--- src/rtl/neuron_mode_fst_mc_pkg.sv ---
// -----------------------------------------------------------------------------
// neuron_mode_fst_mc_pkg
// Shared definitions for the multi-channel first-spike-time encoder:
//   - output word type codes (spike / activity) and type field width
//   - field offsets of the emitted word {1'b1, type, ch, time}
//   - channel-index width helper
// -----------------------------------------------------------------------------
package neuron_mode_fst_mc_pkg;

    // Width of the type field inside an emitted word.
    localparam int NEURON_TYPE_W = 3;

    // Type codes carried in the output word.
    localparam logic [NEURON_TYPE_W-1:0] NEURON_TYPE_SPIKE = 3'd1;
    localparam logic [NEURON_TYPE_W-1:0] NEURON_TYPE_ACT   = 3'd2;

    // Source of the next word loaded into the output register.
    typedef enum logic [1:0] {
        SRC_HOLD  = 2'd0,
        SRC_NONE  = 2'd1,
        SRC_SPIKE = 2'd2,
        SRC_ACT   = 2'd3
    } neuron_src_e;

    // Channel index width; a single channel still gets a 1-bit index.
    function automatic int neuron_ch_w(input int n_ch);
        return (n_ch > 1) ? $clog2(n_ch) : 1;
    endfunction

    // Word layout, LSB first: time, channel, type, marker bit.
    function automatic int neuron_ch_lsb(input int out_t_w);
        return out_t_w;
    endfunction

    function automatic int neuron_type_lsb(input int ch_w, input int out_t_w);
        return out_t_w + ch_w;
    endfunction

    function automatic int neuron_out_w(input int ch_w, input int out_t_w);
        return 1 + NEURON_TYPE_W + ch_w + out_t_w;
    endfunction

endpackage

--- src/rtl/neuron_mode_fst_mc_if.sv ---
// -----------------------------------------------------------------------------
// neuron_mode_fst_mc_if
// Valid/ready output word stream of the FST encoder.
//   out_valid : word on out_data is valid      (master -> slave)
//   out_ready : consumer accepts the word      (slave  -> master)
//   out_data  : {1'b1, type, ch, time}          (master -> slave)
// -----------------------------------------------------------------------------
interface neuron_mode_fst_mc_if #(
    parameter int DATA_W = 10
) ();
    logic              out_valid;
    logic              out_ready;
    logic [DATA_W-1:0] out_data;

    modport master (output out_valid, output out_data, input out_ready);
    modport slave  (input out_valid, input out_data, output out_ready);
endinterface

--- src/rtl/neuron_fst_prio_enc.sv ---
// -----------------------------------------------------------------------------
// neuron_fst_prio_enc
// Lowest-set-bit encoder used to pick the next pending channel.
//   req : N-bit request vector
//   any : at least one request bit set
//   idx : index of the lowest set bit (0 when none)
// -----------------------------------------------------------------------------
module neuron_fst_prio_enc #(
    parameter int N = 4,
    parameter int W = 2
) (
    input  logic [N-1:0] req,
    output logic         any,
    output logic [W-1:0] idx
);

    // Scan upward; the first set bit found wins and later bits are ignored.
    always_comb begin
        any = 1'b0;
        idx = '0;
        for (int i = 0; i < N; i++) begin
            idx = (req[i] && !any) ? W'(i) : idx;
            any = any | req[i];
        end
    end

endmodule

--- src/rtl/neuron_mode_fst_mc.sv ---
// -----------------------------------------------------------------------------
// neuron_mode_fst_mc
// Multi-channel registered first-spike-time encoder. One shared time counter
// advances on ticks after arm; each armed channel latches the time of its first
// spike (or times out at T_LIMIT) and disarms. Latched spikes and per-tick
// activity words leave through a valid/ready output register.
// Ports:
//   clk, rst_n   : clock, asynchronous active-low reset
//   arm          : start a new window (t=0, all channels armed)
//   tick         : advance time by one step (saturates at T_LIMIT)
//   spike_in     : per-channel spike strobes
//   stream_act   : request one activity word on this tick
//   out_if       : output word stream (valid/ready/data)
//   post_spike   : combinational pulse per first spike accepted this cycle
//   armed_o      : registered armed flags
//   window_done  : nothing armed, nothing pending, output register empty
//   act_drop     : one-cycle pulse when an activity request merges/is lost
// -----------------------------------------------------------------------------
module neuron_mode_fst_mc
    import neuron_mode_fst_mc_pkg::*;
#(
    parameter int N_CH    = 4,
    parameter int T_W     = 8,
    parameter int OUT_T_W = 4,
    parameter int T_LIMIT = 255,
    parameter int TO_EN   = 1
) (
    input  logic                clk,
    input  logic                rst_n,
    input  logic                arm,
    input  logic                tick,
    input  logic [N_CH-1:0]     spike_in,
    input  logic                stream_act,
    neuron_mode_fst_mc_if.master out_if,
    output logic [N_CH-1:0]     post_spike,
    output logic [N_CH-1:0]     armed_o,
    output logic                window_done,
    output logic                act_drop
);

    localparam int CH_W     = neuron_ch_w(N_CH);
    localparam int CH_LSB   = neuron_ch_lsb(OUT_T_W);
    localparam int TYPE_LSB = neuron_type_lsb(CH_W, OUT_T_W);
    localparam int OUT_W    = neuron_out_w(CH_W, OUT_T_W);
    localparam logic [T_W-1:0] T_MAX = T_W'(T_LIMIT);

    // Saturate a time value into the output payload; all ones also flags
    // timeouts and late spikes.
    function automatic logic [OUT_T_W-1:0] sat_time(input logic [T_W-1:0] x);
        if (32'(x) >= (32'd1 << OUT_T_W)) begin
            return '1;
        end else begin
            return OUT_T_W'(x);
        end
    endfunction

    function automatic logic [OUT_W-1:0] pack_word(
        input logic [NEURON_TYPE_W-1:0] typ,
        input logic [CH_W-1:0]          ch,
        input logic [OUT_T_W-1:0]       tm
    );
        logic [OUT_W-1:0] w;
        w = '0;
        w[0 +: OUT_T_W]             = tm;
        w[CH_LSB +: CH_W]           = ch;
        w[TYPE_LSB +: NEURON_TYPE_W] = typ;
        w[OUT_W-1]                  = 1'b1;
        return w;
    endfunction

    logic [T_W-1:0]     t_r;
    logic [N_CH-1:0]    armed_r;
    logic [N_CH-1:0]    pend_r;
    logic [T_W-1:0]     lt_r [N_CH];
    logic               act_pend_r;
    logic               out_valid_r;
    logic [OUT_W-1:0]   out_data_r;
    logic               act_drop_r;

    logic [N_CH-1:0]    acc_s;
    logic [N_CH-1:0]    to_mask_s;
    logic [N_CH-1:0]    new_pend_s;
    logic [N_CH-1:0]    pend_eff_s;
    logic [N_CH-1:0]    pend_next_s;
    logic [N_CH-1:0]    sel_mask_s;
    logic               prio_any_s;
    logic [CH_W-1:0]    prio_idx_s;
    logic [T_W-1:0]     sel_time_s;
    logic [T_W-1:0]     t_next_s;
    logic               load_en_s;
    logic               act_left_s;
    logic               act_req_s;
    logic               act_pend_next_s;
    logic               act_drop_next_s;
    neuron_src_e        src_s;

    // Pending set includes this cycle's new spikes/timeouts so a spike can
    // reach the output register in the very next cycle.
    neuron_fst_prio_enc #(
        .N (N_CH),
        .W (CH_W)
    ) u_prio (
        .req (pend_eff_s),
        .any (prio_any_s),
        .idx (prio_idx_s)
    );

    // Next-state decode: accepted spikes, timeouts, load selection, activity.
    always_comb begin
        acc_s = spike_in & armed_r & {N_CH{~arm}};

        if ((TO_EN != 0) && (t_r == T_MAX) && !arm) begin
            to_mask_s = armed_r;
        end else begin
            to_mask_s = '0;
        end

        new_pend_s = acc_s | to_mask_s;
        pend_eff_s = pend_r | new_pend_s;
        load_en_s  = ~out_valid_r | out_if.out_ready;
        sel_mask_s = N_CH'(1'b1) << prio_idx_s;

        // A channel pending from earlier cycles uses its latched time; a
        // channel latching this cycle uses the current (pre-tick) time.
        if (pend_r[prio_idx_s]) begin
            sel_time_s = lt_r[prio_idx_s];
        end else begin
            sel_time_s = t_r;
        end

        if (tick && (t_r < T_MAX)) begin
            t_next_s = t_r + 1'b1;
        end else begin
            t_next_s = t_r;
        end

        src_s       = SRC_HOLD;
        pend_next_s = pend_eff_s;
        act_left_s  = act_pend_r;
        if (load_en_s) begin
            if (prio_any_s) begin
                src_s       = SRC_SPIKE;
                pend_next_s = pend_eff_s & ~sel_mask_s;
            end else if (act_pend_r) begin
                src_s      = SRC_ACT;
                act_left_s = 1'b0;
            end else begin
                src_s = SRC_NONE;
            end
        end else begin
            src_s = SRC_HOLD;
        end

        // A new request on top of an unconsumed one merges and is reported.
        act_req_s       = tick & stream_act;
        act_pend_next_s = act_req_s | act_left_s;
        act_drop_next_s = act_req_s & act_left_s;
    end

    // All encoder state: time, armed/pending flags, latched times, output register.
    always_ff @(posedge clk or negedge rst_n) begin
        if (!rst_n) begin
            t_r         <= '0;
            armed_r     <= '0;
            pend_r      <= '0;
            act_pend_r  <= 1'b0;
            out_valid_r <= 1'b0;
            out_data_r  <= '0;
            act_drop_r  <= 1'b0;
            for (int i = 0; i < N_CH; i++) begin
                lt_r[i] <= '0;
            end
        end else if (arm) begin
            // arm discards pending work but never drops a word already offered.
            t_r        <= '0;
            armed_r    <= '1;
            pend_r     <= '0;
            act_pend_r <= 1'b0;
            act_drop_r <= 1'b0;
            if (load_en_s) begin
                out_valid_r <= 1'b0;
            end else begin
                out_valid_r <= out_valid_r;
            end
        end else begin
            t_r        <= t_next_s;
            armed_r    <= armed_r & ~new_pend_s;
            pend_r     <= pend_next_s;
            act_pend_r <= act_pend_next_s;
            act_drop_r <= act_drop_next_s;
            for (int i = 0; i < N_CH; i++) begin
                if (new_pend_s[i]) begin
                    lt_r[i] <= t_r;
                end else begin
                    lt_r[i] <= lt_r[i];
                end
            end
            case (src_s)
                SRC_SPIKE: begin
                    out_valid_r <= 1'b1;
                    out_data_r  <= pack_word(NEURON_TYPE_SPIKE, prio_idx_s, sat_time(sel_time_s));
                end
                SRC_ACT: begin
                    out_valid_r <= 1'b1;
                    out_data_r  <= pack_word(NEURON_TYPE_ACT, '0, sat_time(t_r));
                end
                SRC_NONE: begin
                    out_valid_r <= 1'b0;
                end
                default: begin
                    out_valid_r <= out_valid_r;
                end
            endcase
        end
    end

    assign post_spike       = acc_s;
    assign armed_o          = armed_r;
    assign act_drop         = act_drop_r;
    assign window_done      = (armed_r == '0) && (pend_r == '0) && !out_valid_r;
    assign out_if.out_valid = out_valid_r;
    assign out_if.out_data  = out_data_r;

endmodule
--- src/flat_wrapper.sv ---
// flat-port wrapper written by rule: the top's interface ports become plain ports
module neuron_mode_fst_mc_flat import neuron_mode_fst_mc_pkg::*;
#(
    parameter int N_CH    = 4,
    parameter int T_W     = 8,
    parameter int OUT_T_W = 4,
    parameter int T_LIMIT = 255,
    parameter int TO_EN   = 1
)
  (clk, rst_n, arm, tick, spike_in, stream_act, post_spike, armed_o, window_done, act_drop, out_if_out_valid, out_if_out_data, out_if_out_ready);
  neuron_mode_fst_mc_if out_if_i ();
  input  logic clk;
  input  logic rst_n;
  input  logic arm;
  input  logic tick;
  input  logic [N_CH-1:0] spike_in;
  input  logic stream_act;
  output logic [N_CH-1:0] post_spike;
  output logic [N_CH-1:0] armed_o;
  output logic window_done;
  output logic act_drop;
  output wire logic [$bits(out_if_i.out_valid)-1:0] out_if_out_valid;
  output wire logic [$bits(out_if_i.out_data)-1:0] out_if_out_data;
  input wire logic [$bits(out_if_i.out_ready)-1:0] out_if_out_ready;
  assign out_if_out_valid = out_if_i.out_valid;
  assign out_if_out_data = out_if_i.out_data;
  assign out_if_i.out_ready = out_if_out_ready;
  neuron_mode_fst_mc #(.N_CH(N_CH), .T_W(T_W), .OUT_T_W(OUT_T_W), .T_LIMIT(T_LIMIT), .TO_EN(TO_EN)) u_core (.clk(clk), .rst_n(rst_n), .arm(arm), .tick(tick), .spike_in(spike_in), .stream_act(stream_act), .out_if(out_if_i), .post_spike(post_spike), .armed_o(armed_o), .window_done(window_done), .act_drop(act_drop));
endmodule
--- config.mk ---
export PLATFORM = sky130hd
export DESIGN_NAME = neuron_mode_fst_mc_flat
export DESIGN_NICKNAME = d
export VERILOG_FILES = /design/src/rtl/neuron_mode_fst_mc_pkg.sv /design/src/rtl/neuron_mode_fst_mc_if.sv /design/src/rtl/neuron_fst_prio_enc.sv /design/src/rtl/neuron_mode_fst_mc.sv /design/src/flat_wrapper.sv
export SDC_FILE = /design/constraint.sdc
export NUM_CORES = 1
export LEC_CHECK = 0
export ABC_CLOCK_PERIOD_IN_PS = 2600
export CAP_MARGIN = 25
export CORE_ASPECT_RATIO = 1.75
export CORE_MARGIN = 5
export CORE_UTILIZATION = 49
export CTS_CLUSTER_DIAMETER = 50
export DETAILED_ROUTE_END_ITERATION = 10
export PLACE_DENSITY = 0.84
export SYNTH_ARGS = -nofsm -noshare
export SYNTH_HDL_FRONTEND = slang
export SYNTH_SLANG_ARGS = --single-unit
--- constraint.sdc ---
create_clock -name clk -period 2.6 [get_ports clk]
set_clock_uncertainty 0.1 [all_clocks]
set_input_delay 0.52 -clock clk [delete_from_list [all_inputs] [get_ports clk]]
set_output_delay 0.52 -clock clk [all_outputs]
set_load 0.005 [all_outputs]
; Yosys cells after proc, flatten, opt, wreduce, memory -nomap -nowiden
; Cells that the tools add are included.
; W data, S select, Z words.
[word_totals]
register_bits = 61
out_inout_bits = 21
input_bits = 10
[classes]
n_lt_le_gt_ge = 5
eq_ne = 5
shifts = 1
reduce_logical = 24
n_mux = 29
bitwise = 18
addsub = 1
[op_table]
columns = operator, n
row1 = $mux W8, 5
row2 = $mux W4, 7
row3 = $pmux W10 S2, 1
row4 = $and A4 B4 Y4, 4
row5 = $bmux W8 S2, 1
row6 = $ge A8 B5 Y1 const B, 2
row7 = $reduce_and A2 Y1, 6
row8 = $mux W2, 5
row9 = $add A8 B1 Y8 const B, 1
row10 = $eq A8 B8 Y1 const B, 1
row11 = $logic_not A4 Y1, 2
row12 = $lt A8 B8 Y1 const B, 1
row13 = $mux W1, 8
row14 = $not A4 Y4, 2
row15 = $or A4 B4 Y4, 2
row16 = $logic_and A1 B1 Y1, 7
row17 = $logic_not A1 Y1, 5
row18 = $or A1 B1 Y1, 5
row19 = $eq A2 B2 Y1 const B, 2
row20 = $reduce_bool A2 Y1, 2
row21 = $shl A1 B2 Y4 const A, 1
row22 = $ge A3 B3 Y1 const B, 1
row23 = $lt A2 B3 Y1 const B, 1
row24 = $not A2 Y3, 1
row25 = other kinds (8), 10

; Logic depth before layout (Yosys ltp)
[depth]
ltp_word = 18
mapped_depth = 10
mapped_depth_nobuf = 9

; Hierarchy
; From an unflattened synthesis, not the netlist that was laid out.
[hier_totals]
hier_cells = 242
area_unflattened_um2 = 2875.3
[modules_own_cells]
columns = module, area_each_um2, n_inst, cells_per_inst
row1 = neuron_mode_fst_mc, 2840.2, 1, 235
row2 = neuron_fst_prio_enc, 35.0, 1, 7

; Least setup slack after synthesis
; OpenSTA, ideal clock, no wires.
[synth_timing]
path_kind = register -> register
start = register u_core.t_r[1]
end = register u_core.out_data_r[3] (netlist: u_core.out_if.out_data[3])
stages_incl_launch_ff = 10
arrival_time_ns = 2.342
path_buffers = 0
setup_slack_ns = 0.039
setup_ns = 0.119
path_cell_list = dfrtp_1 > ha_1 > and3_4 > a21o_1 > nand2_4 > and4_4 > nand3_4 > or4_4 > o22a_1 > o21a_1
[synth_between]
elab_chain_cells = 18
elab_cells_between_ends = 35
cone_classes = 2 x order compare / 3 x eq/ne / 15 x mux / 6 x bitwise / 9 x reduce/logical
[synth_lines]
columns = item, line
row1 = from (decl), neuron_mode_fst_mc.sv:71  ; logic [T_W-1:0] t_r;
row2 = from (signal assigned), neuron_mode_fst_mc.sv:186  ; t_r <= t_next_s;
row3 = $eq A8 B8 Y1, neuron_mode_fst_mc.sv:112  ; if ((TO_EN != 0) && (t_r == T_MAX) && !arm) begin
row4 = $logic_and A1 B1 Y1, neuron_mode_fst_mc.sv:112
row5 = $mux W4, neuron_mode_fst_mc.sv:112
row6 = $or A4 B4 Y4, neuron_mode_fst_mc.sv:118  ; new_pend_s = acc_s | to_mask_s;
row7 = $or A4 B4 Y4, neuron_mode_fst_mc.sv:119  ; pend_eff_s = pend_r | new_pend_s;
row8 = $logic_not A1 Y1 / $or A1 B1 Y1 (equally long branches), "neuron_fst_prio_enc.sv:22, neuron_fst_prio_enc.sv:23"
row9 = "$logic_and A1 B1 Y1, or another cell as far along", neuron_fst_prio_enc.sv:22  ; idx = (req[i] && !any) ? W'(i) : idx;
row10 = "$mux W1, or another cell as far along", neuron_fst_prio_enc.sv:22
row11 = $mux W2 / $logic_and A1 B1 Y1 (equally long branches), neuron_fst_prio_enc.sv:22
row12 = $mux W2, neuron_fst_prio_enc.sv:22
row13 = $not A2 Y3 (not written as such), neuron_mode_fst_mc.sv:126  ; sel_time_s = lt_r[prio_idx_s];
row14 = $bmux W8 S2, neuron_mode_fst_mc.sv:126
row15 = $mux W8 (not written as such) (2 in a row), neuron_mode_fst_mc.sv:126
row16 = $mux W8, neuron_mode_fst_mc.sv:125  ; if (pend_r[prio_idx_s]) begin
row17 = $ge A8 B5 Y1, neuron_mode_fst_mc.sv:50  ; if (32'(x) >= (32'd1 << OUT_T_W)) begin
row18 = $mux W4, neuron_mode_fst_mc.sv:50
row19 = $pmux W10 S2, neuron_mode_fst_mc.sv:198  ; case (src_s)
row20 = to (signal assigned), neuron_mode_fst_mc.sv:201  ; out_data_r <= pack_word(NEURON_TYPE_SPIKE, prio_idx_s, sat_time(sel_time_s));
row21 = to (signal assigned), neuron_mode_fst_mc.sv:205  ; out_data_r <= pack_word(NEURON_TYPE_ACT, '0, sat_time(t_r));
row22 = to (decl), neuron_mode_fst_mc.sv:77  ; logic [OUT_W-1:0] out_data_r;
; Several ways; a longest one is shown, not always the timed one. The select of a mux whose other input is x is not followed.
; A chain may end at the register's enable or synchronous reset.

; Worst setup path in the final report
[layout_timing]
start = register u_core.t_r[0]
end = register u_core.out_data_r[0] (netlist: u_core.out_if.out_data[0])
; Same word-level chain as after synthesis.

==> summary.txt <==
Logic synthesis
  • Asr flop ratio synth: 1.000
  • Post-Synthesis Cells: 260
  • Main area contributors after synthesis: dfrtp_1 50%, mux2_2 12%, a21oi_1 2.2%, nor2_1 2.0%, o31ai_1 1.8%
  • Synth top area share: 0.5036
  • Yosys warns: 0
  • Net Count, Synth: 272
  • Seq/Total Area, Yosys: 0.5036
  • Number of synthesized flops with an enable pin: 0
  • Avg Synthesized Cell Area: 11.47 µm²
  • Seq cells post-synth: 60
  • Cell type with the largest total area after synthesis: dfrtp_1
  • Post-synthesis cell area: 2982 µm²
  • Distinct cells, synth: 52
  • Leading register cell type out of synthesis: dfrtp_1

Critical path
  • R2R Setup Slk: -110 ps
  • CP Max Fanout: 7
  • Crit. End Element: register
  • Setup crit start: u_core.t_r[0]
  • Worst r2r path cells: 10
  • Arrival time of the worst setup path: 2820 ps
  • Worst r2r src: u_core.t_r[0]
  • CP required: 2710 ps
  • Worst r2r dst: u_core.out_if.out_data[0]
  • Startpoint Class: register
  • Worst setup path endpoint: u_core.out_if.out_data[0]
  • WS Path Type: reg -> reg

Global route
  • GRT Residual Overflow: 0
  • Largest net degree at the start of global routing: 27
  • Vias in the first global route: 2640
  • Tot GR Track Use: 0.2240
  • First-pass GRT wire length: 12.70 mm
  • Initial antenna violation count: 0

Clocking
  • CTS H-tree depth: 3
  • Clock-pin slew on the worst setup and hold paths: 60 ps
  • Bufs on Longest Clock Path: 2
  • Clock sink count: 60
  • Num CTS Buffers: 9
  • Clock Latency Late Sink: 330 ps
  • CTS tree: done
  • CTS Root Cell: clkbuf_8

Detailed routing
  • # DRC: 0
  • Via count: 2454
  • Iter 0 DRT Violations: 180
  • Routed length per instance: 19.27 µm
  • DRT Pass-1 Iters: 5
  • Final wirelength: 8.130 mm
  • Via-to-Cell Ratio: 5.815
  • Final ANT Viol Nets: 0

Placed design
  • Dpl cell area: 3643 µm²
  • Setup WS pre-CTS: -272.8 ps
  • HPWL Detailed: 5.713 mm
  • IO Port Bufs: 29
  • GPL Wtd Cong: 0.9296

Final layout
  • # nets final: 352
  • Area grow syn2layout: 34.37%
  • Layout cells sized above 1: 0.3983
  • Fillcell total: 413
  • Ant diodes: 0
  • Cell area after layout: 4006 µm²
  • Final Util: 0.6761

Floorplanning
  • Die area: 7806 µm²
  • Ports: 31
  • Die Width: 68.97 µm
  • Die Ht: 113.2 µm
  • Row count: 37
  • Core ar.: 5926 µm²
  • Starting Density: 0.5032

Pwr
  • Sw Share: 0.2560
  • Power share of the sequential group: 0.419
  • Clock power share: 0.373
  • Power per cell area: 631.8 nW/µm²
  • Net Switching: 648.0 µW
  • Power Internal: 1883 µW
  • Peak supply drop: 0.3391 mV
  • Pleak: 0.001851 µW
  • Power share of the combinational group: 0.208
  • Tot Pwr: 2531 µW

Timing
  • Final setup vio count: 4
  • Final worst path period share: 1.041
  • Final Hold Fails: 0
  • Peak Freq: 369.5 MHz
  • Final min period: 2706 ps
  • RSZ-0062 raised after global routing: yes
  • Worst-margin pin slew: 598.6 ps
  • Rel. slew slack: 0.6010
  • Max-slew violation count: 0
  • Final setup margin: -106.3 ps
  • Worst hold slack: 90.36 ps

Flow run
  • Max_cap viols: 0

Outcome
  • Outcome: finished, violations left
  • Violated checks: negative setup slack

Worst hold path
  • Path type of the worst min-delay path: in -> async
-- what timing repair did --
action,CTS,global route
setup endpoints to repair,5,5
buffers inserted,1,3
resized for setup,8,17
hold buffers,0,0
pin swaps,3,14
-- cell families after synthesis --
kind of cell | Yosys count | share of synthesized area
compound gates | 60 | 0.1494
fa+ha+maj | 2 | 0.008391
buf+inv | 20 | 0.03483
flops | 60 | 0.5036
xor+xnor | 5 | 0.01469
other cells | 1 | 0.001258
mux | 35 | 0.1318
simple gates | 77 | 0.1561
-- layout make-up --
class                           instances  area, µm²  share of cell area
Multi-Input combinational cell        180       1480              0.3695
Inverter                               10      37.54            0.009369
Clock inverter                          4      72.57             0.01811
Sequential cell                        60       1501              0.3748
Clock buffer                           11      151.4             0.03779
Tap cell                               78      97.59             0.02436
Timing Repair Buffer                   79      665.6              0.1661
-- state kept, by name (all words and copies together), names as in the netlist --
register and flops:
u_core.t_r 8, u_core.out_if.out_valid 1, u_core.act_drop 1, u_core.lt_r 32, u_core.act_pend_r 1, u_core.out_if.out_data 9, u_core.armed_o 4, u_core.pend_r 4
-- layer usage --
layer / vias to the layer above / global-route usage / share of wire
met3: 31 / 0.05462 / 0.039
met2: 88 / 0.3756 / 0.56
li1: 1099 / - / -
met5: - / 0 / 0
met4: 0 / 0.1693 / 0.054
met1: 1236 / 0.2274 / 0.35
-- worst max-delay path: stages, from the launching register on --
cell      delay (ps)
dfrtp_1          380
ha_2             210
and3_4           190
a21oi_4          180
o21a_4           150
buf_6            100
o21ai_0          110
o211ai_1         500
o211ai_4         230
o31ai_1          320
a21oi_1          100
-- synth_stat cells (all sizes together) (5+ instances only) --
master  number
a21o         6
a21oi       15
and2         7
buf          6
dfrtp       60
inv         10
mux2        34
nand2       12
nand2b       5
nor2        16
nor3         6
nor4         6
o21ai       10
o22ai        5
o31ai        7
or2          5
or4          6
-- power by group through the flow --
stage	logic [µW]	clock network (µW)	registers, µW
4_1_cts	500	957	1060
3_5_place_dp	486	0	1080
2_1_floorplan	223	0	1070
3_3_place_gp	474	0	1070
5_1_grt	575	1000	1070
6_report	526	945	1060
-- worst min path at each step --
stage / end / from / cells past startpoint
after floorplan: u_core.act_drop / rst_n / 0
after global placement: u_core.out_if.out_data[9] / u_core.out_if.out_data[9] / 1
after detailed placement: u_core.out_if.out_data[9] / u_core.out_if.out_data[9] / 1
after CTS: u_core.lt_r[23] / rst_n / 1
after global routing: u_core.lt_r[23] / rst_n / 1
final: u_core.lt_r[23] / rst_n / 1
-- stage by stage --
stage	std cells	setup TNS [ps]
finish	422	-252.8
global route	422	-682.5
CTS	419	0
detailed placement	403	-1302
global placement	403	-865.0
floorplan	260	0
-- placed cells by master (no fill, tap or decap), types with 8 or more instances in the layout --
cell type	count
dfrtp_1	60
nand2_1	10
inv_1	10
o21ai_0	8
buf_4	49
clkbuf_8	11
nor2_1	14
clkdlybuf4s50_1	26
mux2_2	32
a21oi_1	11
Power figures use the tool's default switching activity.
